### src/rtl/mmio_bridge.sv
`default_nettype none
// ============================================================================
// Module   : mmio_bridge
// Brief    : Single-outstanding CPU-to-MMIO bridge with region decode, lane
//            steering, per-access wait timeout and one-cycle responses.
// Revision : 1.0 - initial release
// ============================================================================
module mmio_bridge #(
    parameter int                         XLEN    = 32,
    parameter int                         NSLAVE  = 4,
    parameter logic [NSLAVE*XLEN-1:0]     BASES   = (NSLAVE*XLEN)'({32'h1000, 32'h0}),
    parameter logic [NSLAVE*XLEN-1:0]     MASKS   = (NSLAVE*XLEN)'({~32'h7, ~32'hFFF}),
    parameter int                         TIMEOUT = 255
) (
    input  logic                     clock,
    input  logic                     reset,

    input  logic                     req_valid,
    output logic                     req_ready,
    input  logic                     req_write,
    input  logic [1:0]               req_size,
    input  logic [XLEN-1:0]          req_addr,
    input  logic [XLEN-1:0]          req_wdata,

    output logic                     rsp_valid,
    output logic [XLEN-1:0]          rsp_rdata,
    output logic                     rsp_err,

    output logic [NSLAVE-1:0]        s_sel,
    output logic                     s_write,
    output logic [XLEN-1:0]          s_addr,
    output logic [XLEN-1:0]          s_wdata,
    output logic [XLEN/8-1:0]        s_wstrb,
    input  logic [NSLAVE-1:0]        s_ready,
    input  logic [NSLAVE*XLEN-1:0]   s_rdata
);

    localparam int c_nbytes = XLEN / 8;
    localparam int c_offw   = $clog2(c_nbytes);
    localparam int c_cntw   = (TIMEOUT > 1) ? $clog2(TIMEOUT + 1) : 1;
    localparam logic [c_cntw-1:0] c_cnt_last = c_cntw'(TIMEOUT - 1);

    localparam logic [1:0] c_st_idle   = 2'd0;
    localparam logic [1:0] c_st_access = 2'd1;
    localparam logic [1:0] c_st_resp   = 2'd2;

    logic [1:0]          r_state;
    logic [c_cntw-1:0]   r_cnt;
    logic [NSLAVE-1:0]   r_sel;
    logic [XLEN-1:0]     r_addr;
    logic [XLEN-1:0]     r_wdata;
    logic [1:0]          r_size;
    logic                r_write;
    logic [XLEN-1:0]     r_rdata;
    logic                r_err;

    logic [NSLAVE-1:0]   w_hit;
    logic [NSLAVE-1:0]   w_pick;
    logic                w_misalign;
    logic                w_bad_size;
    logic                w_dec_err;
    logic [c_offw-1:0]   w_off;
    logic [7:0]          w_strb_base;
    logic [c_nbytes-1:0] w_strb;
    logic [XLEN-1:0]     w_lane_mask;
    logic [XLEN-1:0]     w_sel_rdata;
    logic                w_sel_ready;
    logic [XLEN-1:0]     w_load_data;
    logic                w_in_access;

    // Region match per slave; overlaps are resolved by lowest-set-bit isolation.
    for (genvar i = 0; i < NSLAVE; i++) begin : g_decode
        assign w_hit[i] = (req_addr & MASKS[i*XLEN +: XLEN]) == BASES[i*XLEN +: XLEN];
    end

    assign w_pick = w_hit & (~w_hit + NSLAVE'(1));

    always_comb begin
        case (req_size)
            2'd0:    w_misalign = 1'b0;
            2'd1:    w_misalign = req_addr[0];
            2'd2:    w_misalign = |req_addr[1:0];
            default: w_misalign = |req_addr[2:0];
        endcase
    end

    assign w_bad_size = (req_size == 2'd3) && (XLEN == 32);
    assign w_dec_err  = w_misalign | w_bad_size | ~(|w_hit);

    assign w_off = r_addr[c_offw-1:0];

    always_comb begin
        case (r_size)
            2'd0:    w_strb_base = 8'h01;
            2'd1:    w_strb_base = 8'h03;
            2'd2:    w_strb_base = 8'h0F;
            default: w_strb_base = 8'hFF;
        endcase
    end

    assign w_strb = c_nbytes'(w_strb_base) << w_off;

    always_comb begin
        w_lane_mask = '0;
        for (int b = 0; b < c_nbytes; b++) begin
            if (w_strb_base[b]) begin
                w_lane_mask[b*8 +: 8] = 8'hFF;
            end
        end
    end

    // Only the selected slave contributes; ready from idle slaves is masked off.
    always_comb begin
        w_sel_rdata = '0;
        for (int i = 0; i < NSLAVE; i++) begin
            if (r_sel[i]) begin
                w_sel_rdata = w_sel_rdata | s_rdata[i*XLEN +: XLEN];
            end
        end
    end

    assign w_sel_ready = |(s_ready & r_sel);
    assign w_load_data = (w_sel_rdata >> {w_off, 3'b000}) & w_lane_mask;

    always_ff @(posedge clock) begin
        if (!reset) begin
            r_state <= c_st_idle;
            r_cnt   <= '0;
            r_sel   <= '0;
            r_addr  <= '0;
            r_wdata <= '0;
            r_size  <= 2'd0;
            r_write <= 1'b0;
            r_rdata <= '0;
            r_err   <= 1'b0;
        end else begin
            case (r_state)
                c_st_idle: begin
                    if (req_valid) begin
                        r_addr  <= req_addr;
                        r_wdata <= req_wdata;
                        r_size  <= req_size;
                        r_write <= req_write;
                        r_cnt   <= '0;
                        r_rdata <= '0;
                        if (w_dec_err) begin
                            r_state <= c_st_resp;
                            r_err   <= 1'b1;
                            r_sel   <= '0;
                        end else begin
                            r_state <= c_st_access;
                            r_err   <= 1'b0;
                            r_sel   <= w_pick;
                        end
                    end
                end
                c_st_access: begin
                    if (w_sel_ready) begin
                        r_state <= c_st_resp;
                        r_err   <= 1'b0;
                        r_rdata <= r_write ? '0 : w_load_data;
                        r_sel   <= '0;
                    end else if (r_cnt == c_cnt_last) begin
                        r_state <= c_st_resp;
                        r_err   <= 1'b1;
                        r_rdata <= '0;
                        r_sel   <= '0;
                    end else begin
                        r_cnt <= r_cnt + c_cntw'(1);
                    end
                end
                c_st_resp: begin
                    r_state <= c_st_idle;
                    r_err   <= 1'b0;
                    r_rdata <= '0;
                end
                default: begin
                    r_state <= c_st_idle;
                end
            endcase
        end
    end

    assign w_in_access = (r_state == c_st_access);

    assign req_ready = (r_state == c_st_idle) && reset;
    assign rsp_valid = (r_state == c_st_resp);
    assign rsp_err   = rsp_valid & r_err;
    assign rsp_rdata = rsp_valid ? r_rdata : '0;

    assign s_sel   = w_in_access ? r_sel : '0;
    assign s_write = w_in_access & r_write;
    assign s_addr  = r_addr;
    assign s_wdata = r_wdata << {w_off, 3'b000};
    assign s_wstrb = (w_in_access && r_write) ? w_strb : '0;

endmodule
`default_nettype wire

### config.mk
export PLATFORM = sky130hd
export DESIGN_NAME = mmio_bridge
export DESIGN_NICKNAME = d
export VERILOG_FILES = /design/src/rtl/mmio_bridge.sv
export SDC_FILE = /design/constraint.sdc
export NUM_CORES = 1
export LEC_CHECK = 0
export CORE_MARGIN = 10
export CORE_UTILIZATION = 40
export DETAILED_ROUTE_END_ITERATION = 12
export GPL_TIMING_DRIVEN = 0
export PLACE_DENSITY = 0.82
export SKIP_LAST_GASP = 1
export SYNTH_ARGS = -nofsm -noshare
export SYNTH_HDL_FRONTEND = slang
export SYNTH_SLANG_ARGS = --single-unit
### constraint.sdc
create_clock -name clock -period 2.5 [get_ports clock]
set_clock_uncertainty 0.15 [all_clocks]
set_input_delay 0.5 -clock clock [delete_from_list [all_inputs] [get_ports clock]]
set_output_delay 0.5 -clock clock [all_outputs]
set_load 0.05 [all_outputs]
==> results of run 1 <==
flip-flops by register name, indices dropped and copies added, names as in the netlist:
signal and cells:
r_cnt 8, r_err 1, r_rdata 32, r_sel 3, r_size 2, r_state 2, r_wdata 32, r_write 1
s_addr 32
area by class of cell:
class	count	area (sq um)
plain buffers	60	505
clock buffers	22	464
clock inverters	10	110
fillers	1154	4060
inverters	9	33.8
multi-input cells	536	3700
flip-flops and latches	113	2270
well taps	180	225
repair buffers	285	2630
synthesized netlist by cell type, drive strengths merged (4+ instances only):
cell type and instances:
o21ai 13, dfxtp 113, nor3 5, a22o 24, a211oi 11, nor2 33
o2bb2ai 8, a222oi 25, a22oi 8, nand2 161, nand4 5, inv 9
nor2b 10, nor4 4, ha 6, clkbuf 32, and2 48, a21oi 101
nand2b 4, buf 28, nand3 4, a221o 8, mux2i 33
timing repair:
action                     4_1_cts  5_1_grt
cloned                           1        3
buffers inserted                 2        5
resized for setup              466       52
pin swaps                        1        2
setup endpoints to repair      110      113
layout by cell type (no fill, tap or decap), types with 5 or more instances in the layout:
master | Yosys | layout
a222oi_1 | 25 | 25
clkbuf_8 | 0 | 6
mux2i_1 | 33 | 23
clkbuf_16 | 0 | 22
mux2i_4 | 0 | 10
a22o_1 | 24 | 24
buf_2 | 6 | 33
buf_6 | 5 | 13
clkbuf_4 | 0 | 25
and2_1 | 48 | 48
a211oi_4 | 0 | 7
a21oi_4 | 1 | 10
a221o_1 | 8 | 8
clkdlybuf4s50_1 | 0 | 199
a22oi_1 | 8 | 8
nand2_1 | 160 | 159
ha_1 | 6 | 5
nor2_2 | 0 | 7
o2bb2ai_1 | 8 | 8
dfxtp_1 | 113 | 111
inv_1 | 8 | 8
nor2_1 | 33 | 22
a21oi_1 | 99 | 90
buf_4 | 1 | 24
o21ai_2 | 0 | 5
clkbuf_2 | 0 | 8
nor2b_1 | 10 | 9
buf_1 | 16 | 8
nand4_1 | 5 | 5
clkbuf_1 | 32 | 19
through the flow:
| stage | instances | worst slack [ns] | area [sq um] | total power (uW) | utilization [%] |
|---|---|---|---|---|---|
| final | 1215 | 0.0159 | 9930 | 6100 | 71.0 |
| after global placement | 1172 | -0.839 | 8970 | 3580 | 64.1 |
| after global routing | 1215 | -0.0590 | 9930 | 6300 | 71.0 |
| after detailed placement | 1172 | -0.854 | 8970 | 3600 | 64.1 |
| after floorplan | 718 | -0.158 | 6000 | 2910 | - |
| after CTS | 1207 | -0.0357 | 9670 | 6010 | 69.1 |
final timing paths:
check / start / endpoint / slack [ns] / depth (start not counted)
max: s_addr[1] / s_wdata[27] / 0.02 / 6
min: reset / r_sel[2] / 0.29 / 3
max reg2reg: r_state[0] / r_rdata[19] / 0.06 / 8
min reg2reg: s_addr[3] / s_addr[3] / 0.30 / 2
cells by family after synthesis:
logic type	Yosys count	share of synthesized area [%]
simple gates	282	22.3
compound gates	211	25.6
flops	113	39.2
buf+inv	69	5.34
mux	33	5.73
fa+ha+maj	6	1.30
xor+xnor	3	0.456
other cells	1	0.0650
tightest hold or removal path, cell delays in order:
cell and delay, ns:
buf_2 0.15, nand2_1 0.07, o32ai_1 0.07
metal layers:
| metal | vias up | GRT usage [%] | part of all wire (%) |
|---|---|---|---|
| met5 | - | 0 | 0 |
| li1 | 3174 | - | - |
| met1 | 3289 | 27.0 | 38 |
| met4 | 0 | 6.96 | 2.5 |
| met2 | 407 | 44.7 | 49 |
| met3 | 45 | 11.2 | 10 |
power by group through the flow:
| stage | combinational [uW] | clock, uW | sequential (uW) |
|---|---|---|---|
| final | 1760 | 2360 | 1980 |
| after global routing | 1850 | 2460 | 1990 |
| after CTS | 1680 | 2370 | 1970 |
| after detailed placement | 1610 | 0 | 1990 |
| after global placement | 1590 | 0 | 1990 |
| after floorplan | 799 | 0 | 2110 |
==> run metrics, run 1 <==
Starting DRT DRC Count between 600 and 700; Power Dens Cells just over 600 nW/um^2; # rows 43; RSZ-0062 raised after global routing yes; fin nets approximately 1200; GR Overflow Total 0; Clk Latency, worst-skew pair roughly 0.42 ns; critical path class flop to primary output; DRC Markers 0; Async SR Flop Fraction 0%; Worst Path Required roughly 1.9 ns; via count roughly 6900; Final Max Slew Viols 0; die area between 15000 and 20000 sq um; CP top delay family buffers and inverters; pin count of the biggest net entering global routing 17; Initial Util a little over 40%; Syn-to-layout area delta 72.1%; outcome complete, no violations; first-pass GRT wire length approximately 40 mm; Hold Crit Class primary input to flop; syn_area_per_cell 8.04 sq um; post-synthesis cell area 5770 sq um; sequential area share after synthesis about two fifths; clock slew at reported path FFs 0.05 ns; DR vias/cell ~5.7; Buffers on Ports ~270; number of synthesized flops with an enable pin 0; Fin Setup TNS 0 ns; crit start category flop; Ports 310; top-area cell type share of the netlist area about two fifths; top_reg_cell synth dfxtp_1; CTS Root Cell clkbuf_16; antenna violations before repair 0; max_cap viols 0; Leakage between 0.003 and 0.004 uW; Final period util between 90% and 100%; CP endpoint kind primary output; Flop pwr share about 32%; Final Hold Viols 0; Sw Share between 30% and 40%; combinational share of power roughly 29%; Max Clock Freq 0.403 GHz; Worst path max stage delay ~0.32 ns; TritonCTS clock tree built; Die H 140 um; number of hold buffers added after cts 0; vias in the first global route roughly 7000; Final Hold Slack about 0.29 ns; placed wire-length estimate roughly 20 mm; core area between 10000 and 15000 sq um; Worst Path Arrival approximately 1.8 ns; worst slew pin tran between 0.7 and 0.8 ns; CP max-delay cell dfxtp_2; H-tree depth 4; Post-DRT Antenna Nets 0; # diodes 0; DR pass1 iterations 6; largest area contributor in the netlist dfxtp_1; CP Max Fanout 11; clk sink count about 110; Finish-stage setup viols 0; CTS max path bufs 2; Max rail drop VDD about 0.57 mV; Area contributors post-synth dfxtp_1, nand2_1, a21oi_1; YS warnings 0; library cells used by synthesis 50; synthesized instance count around 720; Min Clock Period, post-route 2.48 ns; WP buf/inv 4; WL/cell about 22 um; CTS Buf Count 17; die width between 100 and 150 um; crit-path most repeated cell buf_8; GRT Total Usage between 20% and 30%; relative slew slack between 40% and 50%; WL final 27.1 mm; layout cell share with drive strength beyond 1 between 20% and 30%; switching power ~2000 uW; Synthesized Nets slightly above 900; clock share of power about two fifths; CP Cell Sequence clkbuf_8 > buf_8 > buf_8 > a211oi_4 > a21oi_4 > buf_4; final RePlAce weighted congestion 0.877; internal power ~4100 uW; #FFs+latches synth about 110
Power figures use the tool's default switching activity.
==> inputs of run 2 (changes only) <==
--- a/config.mk
+++ b/config.mk
@@ -5,11 +5,12 @@
 export SDC_FILE = /design/constraint.sdc
 export NUM_CORES = 1
 export LEC_CHECK = 0
+export ABC_AREA = 1
 export CORE_MARGIN = 10
 export CORE_UTILIZATION = 40
 export DETAILED_ROUTE_END_ITERATION = 12
 export GPL_TIMING_DRIVEN = 0
-export PLACE_DENSITY = 0.82
+export PLACE_DENSITY = 0.79
 export SKIP_LAST_GASP = 1
 export SYNTH_ARGS = -nofsm -noshare
 export SYNTH_HDL_FRONTEND = slang
==> run metrics, run 2 <==
outcome finished, violations left; failing checks setup timing; top_reg_cell synth dfxtp_1; # rows 46 (+7.0%); Fillers 1516 (+31%); top-count cell post-synth nand2_1; synthesized instance count 1023 (+42%); CP endpoint kind primary output; die width 147 um (+4.6%); placed cell area 9530 sq um (+6.2%); library cells used by synthesis 38 (-24%); critical path class flop to primary output; number of synthesized flops with an enable pin 0 (unchanged); CP Max Fanout 10 (-1); max_cap viols 0 (unchanged); DR pass1 iterations 5 (-1); crit start category flop; Final period util 100% (+0.77 points); layout cell share with drive strength beyond 1 16.3% (-4.7 points); Final Hold Viols 0 (unchanged); via count 8100 (+17%); commonest non-fill, non-tap cells in the layout nand2_1, clkdlybuf4s50_1, nor2_1, dfxtp_1, o21ai_0; GR Overflow Total 0 (unchanged); clock share of power 32.0% (-6.8 points); Synthesized Nets 1231 (+33%); Initial Util 40.6% (-0.65 points); TritonCTS clock tree built; Flop pwr share 28.8% (-3.6 points); YS warnings 0 (unchanged); Post-DRT Antenna Nets 0 (unchanged); CTS Root Cell clkbuf_16; Min Clock Period, post-route 2.50 ns (+0.0193 ns); Total Power 7240 uW (+19%); Final Hold Slack 0.314 ns (+0.0286 ns); die area 21500 sq um (+9.4%); Sw Share 39.2% (+6.7 points); Clk Latency, worst-skew pair 0.41 ns (about the same); Die H 147 um (+4.6%); number of hold buffers added after cts 0 (unchanged); Buffers on Ports 275 (+0.36%); synth cell count leaders nand2_1, nor2_1, o21ai_0; CTS max path bufs 2 (unchanged); vias in the first global route 8042 (+17%); sequential area share after synthesis 35.3% (-3.9 points); core area 15800 sq um (+13%); clock slew at reported path FFs 0.05 ns (about the same); final RePlAce weighted congestion 0.999 (+14%); RSZ-0062 raised after global routing yes; Leakage 0.00439 uW (+15%); combinational share of power 39.2% (+10 points); Hold Crit Class flop to flop; syn_area_per_cell 6.26 sq um (-22%); placed wire-length estimate 23.0 mm (+14%); Final Max Slew Viols 0 (unchanged); Finish-stage setup viols 2 (+2); #FFs+latches synth 113 (unchanged); relative slew slack 59.5% (+11 points); CTS Buf Count 17 (unchanged); Area contributors post-synth dfxtp_1, nand2_1, nor2_1; DRC Markers 0 (unchanged); Max Clock Freq 0.399 GHz (-0.77%); GRT Total Usage 26.2% (+0.74 points); H-tree depth 4 (unchanged); antenna violations before repair 2 (+2); Hold Path Stages 2 (-1); fin nets 1525 (+24%); DR vias/cell 5.24 (-8.0%); Worst Path Arrival 1.85 ns (+0.02 ns); switching power 2840 uW (+43%); worst slew pin tran 0.605 ns (-0.164 ns); Cell Count, Final, Fillers Out 1547 (+27%); Placed Instances 1514 (+29%); Starting DRT DRC Count 652 (-1.2%); WL/cell 18.9 um (-15%); fin area 10100 sq um (+1.5%); top-area cell type share of the netlist area 35.3% (-3.9 points); largest area contributor in the netlist dfxtp_1; Ports 310 (unchanged); Syn-to-layout area delta 57.4%; Async SR Flop Fraction 0% (unchanged); pin count of the biggest net entering global routing 20 (+3); Max rail drop VDD 0.541 mV (-4.8%); clk sink count 113 (unchanged); Power Dens Cells 719 nW/um^2 (+17%); internal power 4400 uW (+6.9%); Worst Path Required 1.85 ns (about the same); first-pass GRT wire length 44.5 mm (+13%); Reg2Reg Depth 8 (unchanged); commonest non-fill, non-tap cell in the layout nand2_1; post-synthesis cell area 6400 sq um (+11%); WL final 29.3 mm (+8.0%); setup ws final -0.00339 ns (-0.0193 ns)
run 2: power by group through the flow:
| stage | Combinational (uW) | Sequential, uW | Clock (uW) |
|---|---|---|---|
| 2_1_floorplan | 1500 | 2290 | 0 |
| 3_3_place_gp | 2760 | 2100 | 0 |
| 3_5_place_dp | 2780 | 2110 | 0 |
| 4_1_cts | 2790 | 2080 | 2330 |
| 5_1_grt | 3030 | 2100 | 2410 |
| 6_report | 2840 | 2080 | 2320 |
run 2: layout make-up:
| cell class | instances | area, sq um | share of cell area, % |
|---|---|---|---|
| multi-input combinational | 763 | 3660 | 36.4 |
| clock inverter | 12 | 118 | 1.17 |
| tap | 216 | 270 | 2.68 |
| sequential | 113 | 2270 | 22.5 |
| buffer | 63 | 377 | 3.74 |
| timing repair buffer | 277 | 2620 | 26.0 |
| antenna | 2 | 5.00 | 0.0497 |
| clock buffer | 19 | 443 | 4.40 |
| inverter | 82 | 314 | 3.12 |
run 2: path summary, 6_finish.rpt:
path | from | end | slack (ns)
worst min-delay path | r_rdata[30] | r_rdata[30] | 0.31
worst max-delay path | s_addr[1] | s_wdata[11] | -0.003
worst max register to register | s_addr[1] | r_rdata[7] | 0.30
worst min register to register | r_rdata[30] | r_rdata[30] | 0.31
run 2: logic make-up (layout without fill, tap and decap cells):
family | after synthesis | count (layout) | synth area share (%)
AO/OA/AOI/OAI | 232 | 232 | 19.6
flip-flops | 113 | 113 | 35.3
buffers and inverters | 147 | 453 | 9.58
multiplexers | 1 | 1 | 0.156
other | 1 | 3 | 0.0586
AND/OR/NAND/NOR | 520 | 520 | 33.7
XOR/XNOR | 3 | 3 | 0.410
adder cells (fa/ha/maj) | 6 | 6 | 1.17
run 2: metrics by stage:
| stage | worst slack (ns) | utilization (%) | TNS, ns |
|---|---|---|---|
| floorplan | -0.287 | - | -1.20 |
| global placement | -0.791 | 60.4 | -29.43 |
| detailed placement | -0.831 | 60.4 | -30.94 |
| CTS | -0.131 | 63.4 | -0.411 |
| global route | -0.0801 | 63.9 | -0.237 |
| finish | -0.00339 | 63.9 | -0.00594 |
run 2: critical path, stage by stage, from the launching register on:
cell and delay [ns]:
dfxtp_1 0.32, buf_2 0.21, clkbuf_4 0.26, buf_4 0.23
nor2_2 0.06, clkdlybuf4s18_2 0.34
run 2: what timing repair did:
action                     4_1_cts  5_1_grt
setup buffers                    1        1
setup endpoints to repair       75       69
resized for setup              431       58
gates cloned                     0        0
pin swaps                        1        0
run 2: per-layer routing:
layer,up-vias,global-route usage [%],share of wire (%)
li1,3892,-,-
met1,3736,28.6,38
met2,403,43.7,47
met3,69,10.6,11
met4,0,11.7,3.9
met5,-,0,0
==> inputs of run 3 (changes only) <==
--- a/config.mk
+++ b/config.mk
@@ -6,11 +6,11 @@
 export NUM_CORES = 1
 export LEC_CHECK = 0
 export ABC_AREA = 1
-export CORE_MARGIN = 10
+export ABC_CLOCK_PERIOD_IN_PS = 2500
 export CORE_UTILIZATION = 40
 export DETAILED_ROUTE_END_ITERATION = 12
 export GPL_TIMING_DRIVEN = 0
-export PLACE_DENSITY = 0.79
+export PLACE_DENSITY_LB_ADDON = 0.2
 export SKIP_LAST_GASP = 1
 export SYNTH_ARGS = -nofsm -noshare
 export SYNTH_HDL_FRONTEND = slang
==> run metrics, run 3 (same netlist as run 2, synthesis figures left out) <==
GR Overflow Total 0 (unchanged); WL/cell 17.0 um (-11%); register area 2260 sq um (about the same); Worst Path Required 1.85 ns (about the same); critical path class flop to primary output; vias in the first global route 7490 (-6.9%); Reg2Reg Depth 7 (-1); worst slew pin tran 0.608 ns (+0.00211 ns); Hold Path Stages 2 (unchanged); Max rail drop VDD 0.613 mV (+13%); Final period util 97.9% (-2.2 points); Clk Latency, worst-skew pair 0.42 ns (about the same); CTS Buf Count 17 (unchanged); # rows 45 (-2.2%); WL final 26.1 mm (-11%); Max Clock Freq 0.409 GHz (+2.3%); final core occ 65.8% (+1.9 points); Power Dens Cells 739 nW/um^2 (+2.8%); commonest non-fill, non-tap cell in the layout nand2_1; fin area 10100 sq um (+0.73%); CP Max Fanout 10 (unchanged); CTS max path bufs 2 (unchanged); crit start category flop; CTS Root Cell clkbuf_16; Min Clock Period, post-route 2.45 ns (-0.0556 ns); pin count of the biggest net entering global routing 20 (unchanged); placed cell area 9520 sq um (about the same); clk sink count 113 (unchanged); TritonCTS clock tree built; Fillers 1434 (-5.4%); first-pass GRT wire length 40.2 mm (-9.8%); Fin Setup TNS 0 ns (+0.00594 ns); H-tree depth 4 (unchanged); fin nets 1524 (-0.066%); Die H 129 um (-12%); relative slew slack 59.5% (about the same); number of hold buffers added after cts 0 (unchanged); layout cell share with drive strength beyond 1 16.2% (-0.14 points); clock slew at reported path FFs 0.05 ns (about the same); GRT Total Usage 31.7% (+5.5 points); via count 8041 (-0.73%); die width 129 um (-12%); Hold Crit Start r_rdata[27]; DR pass1 iterations 5 (unchanged); Final Hold Viols 0 (unchanged); max_cap viols 0 (unchanged); reg-to-reg critical path startpoint r_state[0]; CP endpoint kind primary output; hold endpoint r_rdata[27]; antenna violations before repair 3 (+1); commonest non-fill, non-tap cells in the layout nand2_1, clkdlybuf4s50_1, nor2_1, o21ai_0, dfxtp_1; Initial Util 41.5% (+0.90 points); Worst Path Arrival 1.80 ns (-0.05 ns); DR vias/cell 5.21 (-0.41%); outcome complete, no violations; Leakage 0.00442 uW (+0.61%); Ports 310 (unchanged); die area 16500 sq um (-23%); final RePlAce weighted congestion 0.951 (-4.8%); Final Hold Slack 0.311 ns (-0.00227 ns); core area 15400 sq um (-2.2%); RSZ-0062 raised after global routing yes; Crit Reg-Reg Endpoint s_addr[0]; Post-DRT Antenna Nets 0 (unchanged); placed wire-length estimate 19.8 mm (-14%); Syn-to-layout area delta 58.5%; DRC Markers 0 (unchanged); Starting DRT DRC Count 750 (+15%); Final Max Slew Viols 0 (unchanged); Finish-stage setup viols 0 (-2); Hold Crit Class flop to flop; R2R setup slack 0.29 ns (about the same); Buffers on Ports 275 (unchanged); combined area of the multi-input logic cells 3680 sq um (+0.41%)
==> run 3: where the power goes <==
part           switching, uW  internal [uW]
Clock                    854           1760
Combinational           1850            948
Sequential               104           1980
Total                   2810           4690
==> run 3: worst max-delay path by stage <==
| stage | slack (ns) | depth (start not counted) | to | startpoint |
|---|---|---|---|---|
| final | 0.05 | 7 | rsp_rdata[2] | r_state[0] |
| after global placement | -0.70 | 5 | req_ready | reset |
| after floorplan | -0.29 | 4 | s_wdata[18] | s_addr[1] |
| after detailed placement | -0.69 | 5 | req_ready | reset |
| after global routing | -0.01 | 6 | s_wstrb[0] | s_addr[1] |
| after CTS | -0.02 | 6 | s_wdata[6] | s_addr[1] |
==> run 3: worst max-delay path, cell delays in order (launching register included) <==
cell      delay [ns]
dfxtp_2         0.34
inv_1           0.09
ha_1            0.19
clkbuf_2        0.18
clkbuf_8        0.19
nand2_1         0.06
inv_1           0.05
buf_2           0.26
==> run 3: stage by stage <==
stage | worst slack [ns] | power, uW | instances
CTS | -0.0208 | 7420 | 1539
detailed placement | -0.695 | 4850 | 1509
finish | 0.0522 | 7500 | 1542
global placement | -0.700 | 4830 | 1509
global route | -0.0125 | 7810 | 1542
floorplan | -0.287 | 3800 | 1023
==> run 3: layout make-up <==
class                   count  area share (%)
multi-input cells         763            36.2
repair buffers            276            25.6
flip-flops and latches    113            22.3
clock buffers              22            4.77
plain buffers              63            3.77
inverters                  82            3.12
well taps                 211            2.60
clock inverters             9            1.52
diodes                      3          0.0740
==> run 3: what timing repair did <==
item	4_1_cts	5_1_grt
buffers inserted	1	0
endpoints found under the hold margin	0	0
resized for setup	422	57
endpoints found under the setup margin	75	50
pin swaps	1	0
==> run 3: routing by layer <==
| layer | global-route usage (%) | up-vias | routed length, um |
|---|---|---|---|
| met5 | 0 | - | 0 |
| li1 | - | 3891 | - |
| met1 | 38.8 | 3668 | 10400 |
| met4 | 12.9 | 0 | 776 |
| met3 | 7.86 | 57 | 2740 |
| met2 | 53.3 | 425 | 12200 |
==> variant: new RTL, config.mk and constraints of run 2 <==
Register the output `rsp_err`, with the module's reset; this adds one clock of latency there. The other outputs are not delayed to match.
--- a/src/rtl/mmio_bridge.sv
+++ b/src/rtl/mmio_bridge.sv
@@ -185,7 +185,13 @@
 
     assign req_ready = (r_state == c_st_idle) && reset;
     assign rsp_valid = (r_state == c_st_resp);
-    assign rsp_err   = rsp_valid & r_err;
+    always_ff @(posedge clock) begin
+        if (!reset) begin
+            rsp_err <= '0;
+        end else begin
+            rsp_err <= rsp_valid & r_err;
+        end
+    end
     assign rsp_rdata = rsp_valid ? r_rdata : '0;
 
     assign s_sel   = w_in_access ? r_sel : '0;
Check against the original RTL: not equivalent (Yosys sat finds a counterexample within 4 cycles, from zero or initial values and one cycle with reset low).
==> variant against run 2 <==
Utilization increased by 0.50 points. Total power increased by 2.6%. Setup slack improved by 0.035 ns. Worst hold slack got worse by 0.026 ns. Count of clock-buffer cells in the layout unchanged. Area after synthesis increased by 0.14%. Global-route usage increased by 0.22 points. Final area increased by 0.78%. Sequential cell count increased by 1. Wire length about the same. Synthesized cell count increased by 0.20%. Critical path type unchanged.
==> variant: results (changes against run 2) <==
| Metric | Value |
|---|---|
| Status | finished, final reports clean |
| Commonest cells post-synth | nand2_1, nor2_1, o21ai_0 |
| Per-cell routed wire length | 18.97 µm (+0.12%) |
| Seq/Total Area, Yosys | 0.3560 (+0.002640) |
| Worst hold path endpoint | rsp_err$_SDFF_PN0_ |
| Ys Warns | 0 (unchanged) |
| Worst EP arrival | 1.82 ns (-0.03 ns) |
| Placed Area | 0.009529 mm² (about the same) |
| Port Buffer Count | 274 (-0.36%) |
| Worst hold stages | 2 (unchanged) |
| Largest net degree at the start of global routing | 20 (unchanged) |
| Initial antenna violation count | 2 (unchanged) |
| Worst r2r path cells | 7 (-1) |
| R2R setup slack | 0.23 ns (-0.07 ns) |
| Peak fanout along the critical path | 10 (unchanged) |
| Starting DRT DRC Count | 650 (-0.31%) |
| Clk pin slew, worst setup/hold paths | 0.06 ns |
| Number of global-route vias before repair | 8170 (+1.6%) |
| H-tree lvl count | 4 (unchanged) |
| Slew @ Worst Pin | 0.5774 ns (-0.02806 ns) |
| Reg-to-reg critical path startpoint | r_state[1]$_SDFFE_PN0P_ |
| Leakage | 4.398 nW (+0.18%) |
| Final GP Congestion | 0.9744 (-2.5%) |
| Post-DP HPWL | 23120 µm (+0.50%) |
| Top cells by area, synth | dfxtp_1, nand2_1, nor2_1, o21ai_0, a21oi_1 |
| Ys flop type | dfxtp_1 |
| First-pass GRT wire length | 45030 µm (+1.2%) |
| Maximum vdd drop | 513.7 µV (-5.0%) |
| Reg-to-reg endpoint | r_wdata[22]$_SDFFE_PN0P_ |
| Max Fclk | 405.1 MHz (+1.4%) |
| Share of cells above drive strength 1 | 0.1618 (-0.001505) |
| Ys async rst share | 0 (unchanged) |
| Clock Tree Buf Depth | 2 (unchanged) |
| CTS root buffer | clkbuf_16 |
| Num CTS Buffers | 17 (unchanged) |
| Netlist cell types | 37 (-2.6%) |
| Synth Net Count | 1233 (+0.16%) |
| Later-pin clock latency in the skew report | 0.42 ns |
| Total track usage | 0.2639 (+0.002180) |
| Via density | 5.245 (+0.16%) |
| Final #Nets | 1524 (-0.066%) |
| Min-delay src | r_err$_SDFFE_PN0P_ |
| Hold Crit Class | reg2reg |
| Post-Place Setup Slack | -0.6354 ns (+0.1957 ns) |
| DRT Pass-1 Iters | 6 (+1) |
[variant: how the worst max path moves through the flow]
stage | from | endpoint | depth (start not counted)
floorplan | s_addr[1]$_SDFFE_PN0P_ | s_wdata[18] | 4
global placement | s_addr[0]$_SDFFE_PN0P_ | s_wdata[6] | 6
detailed placement | s_addr[0]$_SDFFE_PN0P_ | s_wdata[0] | 6
CTS | s_addr[1]$_SDFFE_PN0P_ | s_wdata[0] | 6
global route | s_addr[1]$_SDFFE_PN0P_ | s_wdata[26] | 5
finish | s_addr[1]$_SDFFE_PN0P_ | s_wdata[19] | 5
[variant: layer usage]
metal / routed length, µm / GRT usage
met1: 11430 / 0.2947
met2: 13930 / 0.4500
met3: 3061 / 0.09394
met4: 884 / 0.09960
met5: 18 / 0
[variant: cell type report]
type,instances,area [µm²]
fill,1504,5617
inverter,81,312.8
multi-input combinational,764,3681
sequential,114,2286
tap,216,270.3
clock inverter,13,160.2
buffer,61,376.6
antenna,1,2.502
clock buffer,19,442.9
timing repair buffer,277,2621
[variant: kinds of logic (layout without fill, tap and decap cells)]
group                    after synthesis  count (layout)  share of synthesized area
other                                  1               2                  0.0005849
XOR/XNOR                               3               3                   0.004099
flip-flops                           114             114                     0.3560
buffers and inverters                147             451                    0.09446
AND/OR/NAND/NOR                      521             521                     0.3357
multiplexers                           1               1                   0.001561
adder cells (fa/ha/maj)                6               6                    0.01171
AO/OA/AOI/OAI                        232             232                     0.1959
[variant: worst max-delay path: stages, from the launching register on]
cell	delay [ns]
dfxtp_1	0.32
buf_2	0.23
buf_4	0.24
nand2_2	0.14
o21ai_1	0.26
buf_6	0.21
[variant: what timing repair did]
| action | in CTS | in global routing |
|---|---|---|
| cloned | 0 | 0 |
| endpoints found under the setup margin | 74 | 69 |
| pin swaps | 1 | 2 |
| gates resized for setup | 424 | 63 |
| hold buffers | 0 | 0 |
| buffers inserted | 1 | 2 |
[variant: power breakdown]
part / internal, mW / total, mW / switching [mW] / leakage (nW)
sequential: 1.99 / 2.10 / 0.100 / 0.939
combinational: 0.952 / 2.85 / 1.90 / 3.17
clock: 1.59 / 2.48 / 0.893 / 0.293
total: 4.54 / 7.43 / 2.89 / 4.40
[variant: stage by stage]
step	hold WS (ns)	std cells
after floorplan	0.2565	1025
after global placement	0.2823	1515
after detailed placement	0.2815	1515
after CTS	0.2904	1543
after global routing	0.3019	1545
final	0.2871	1546
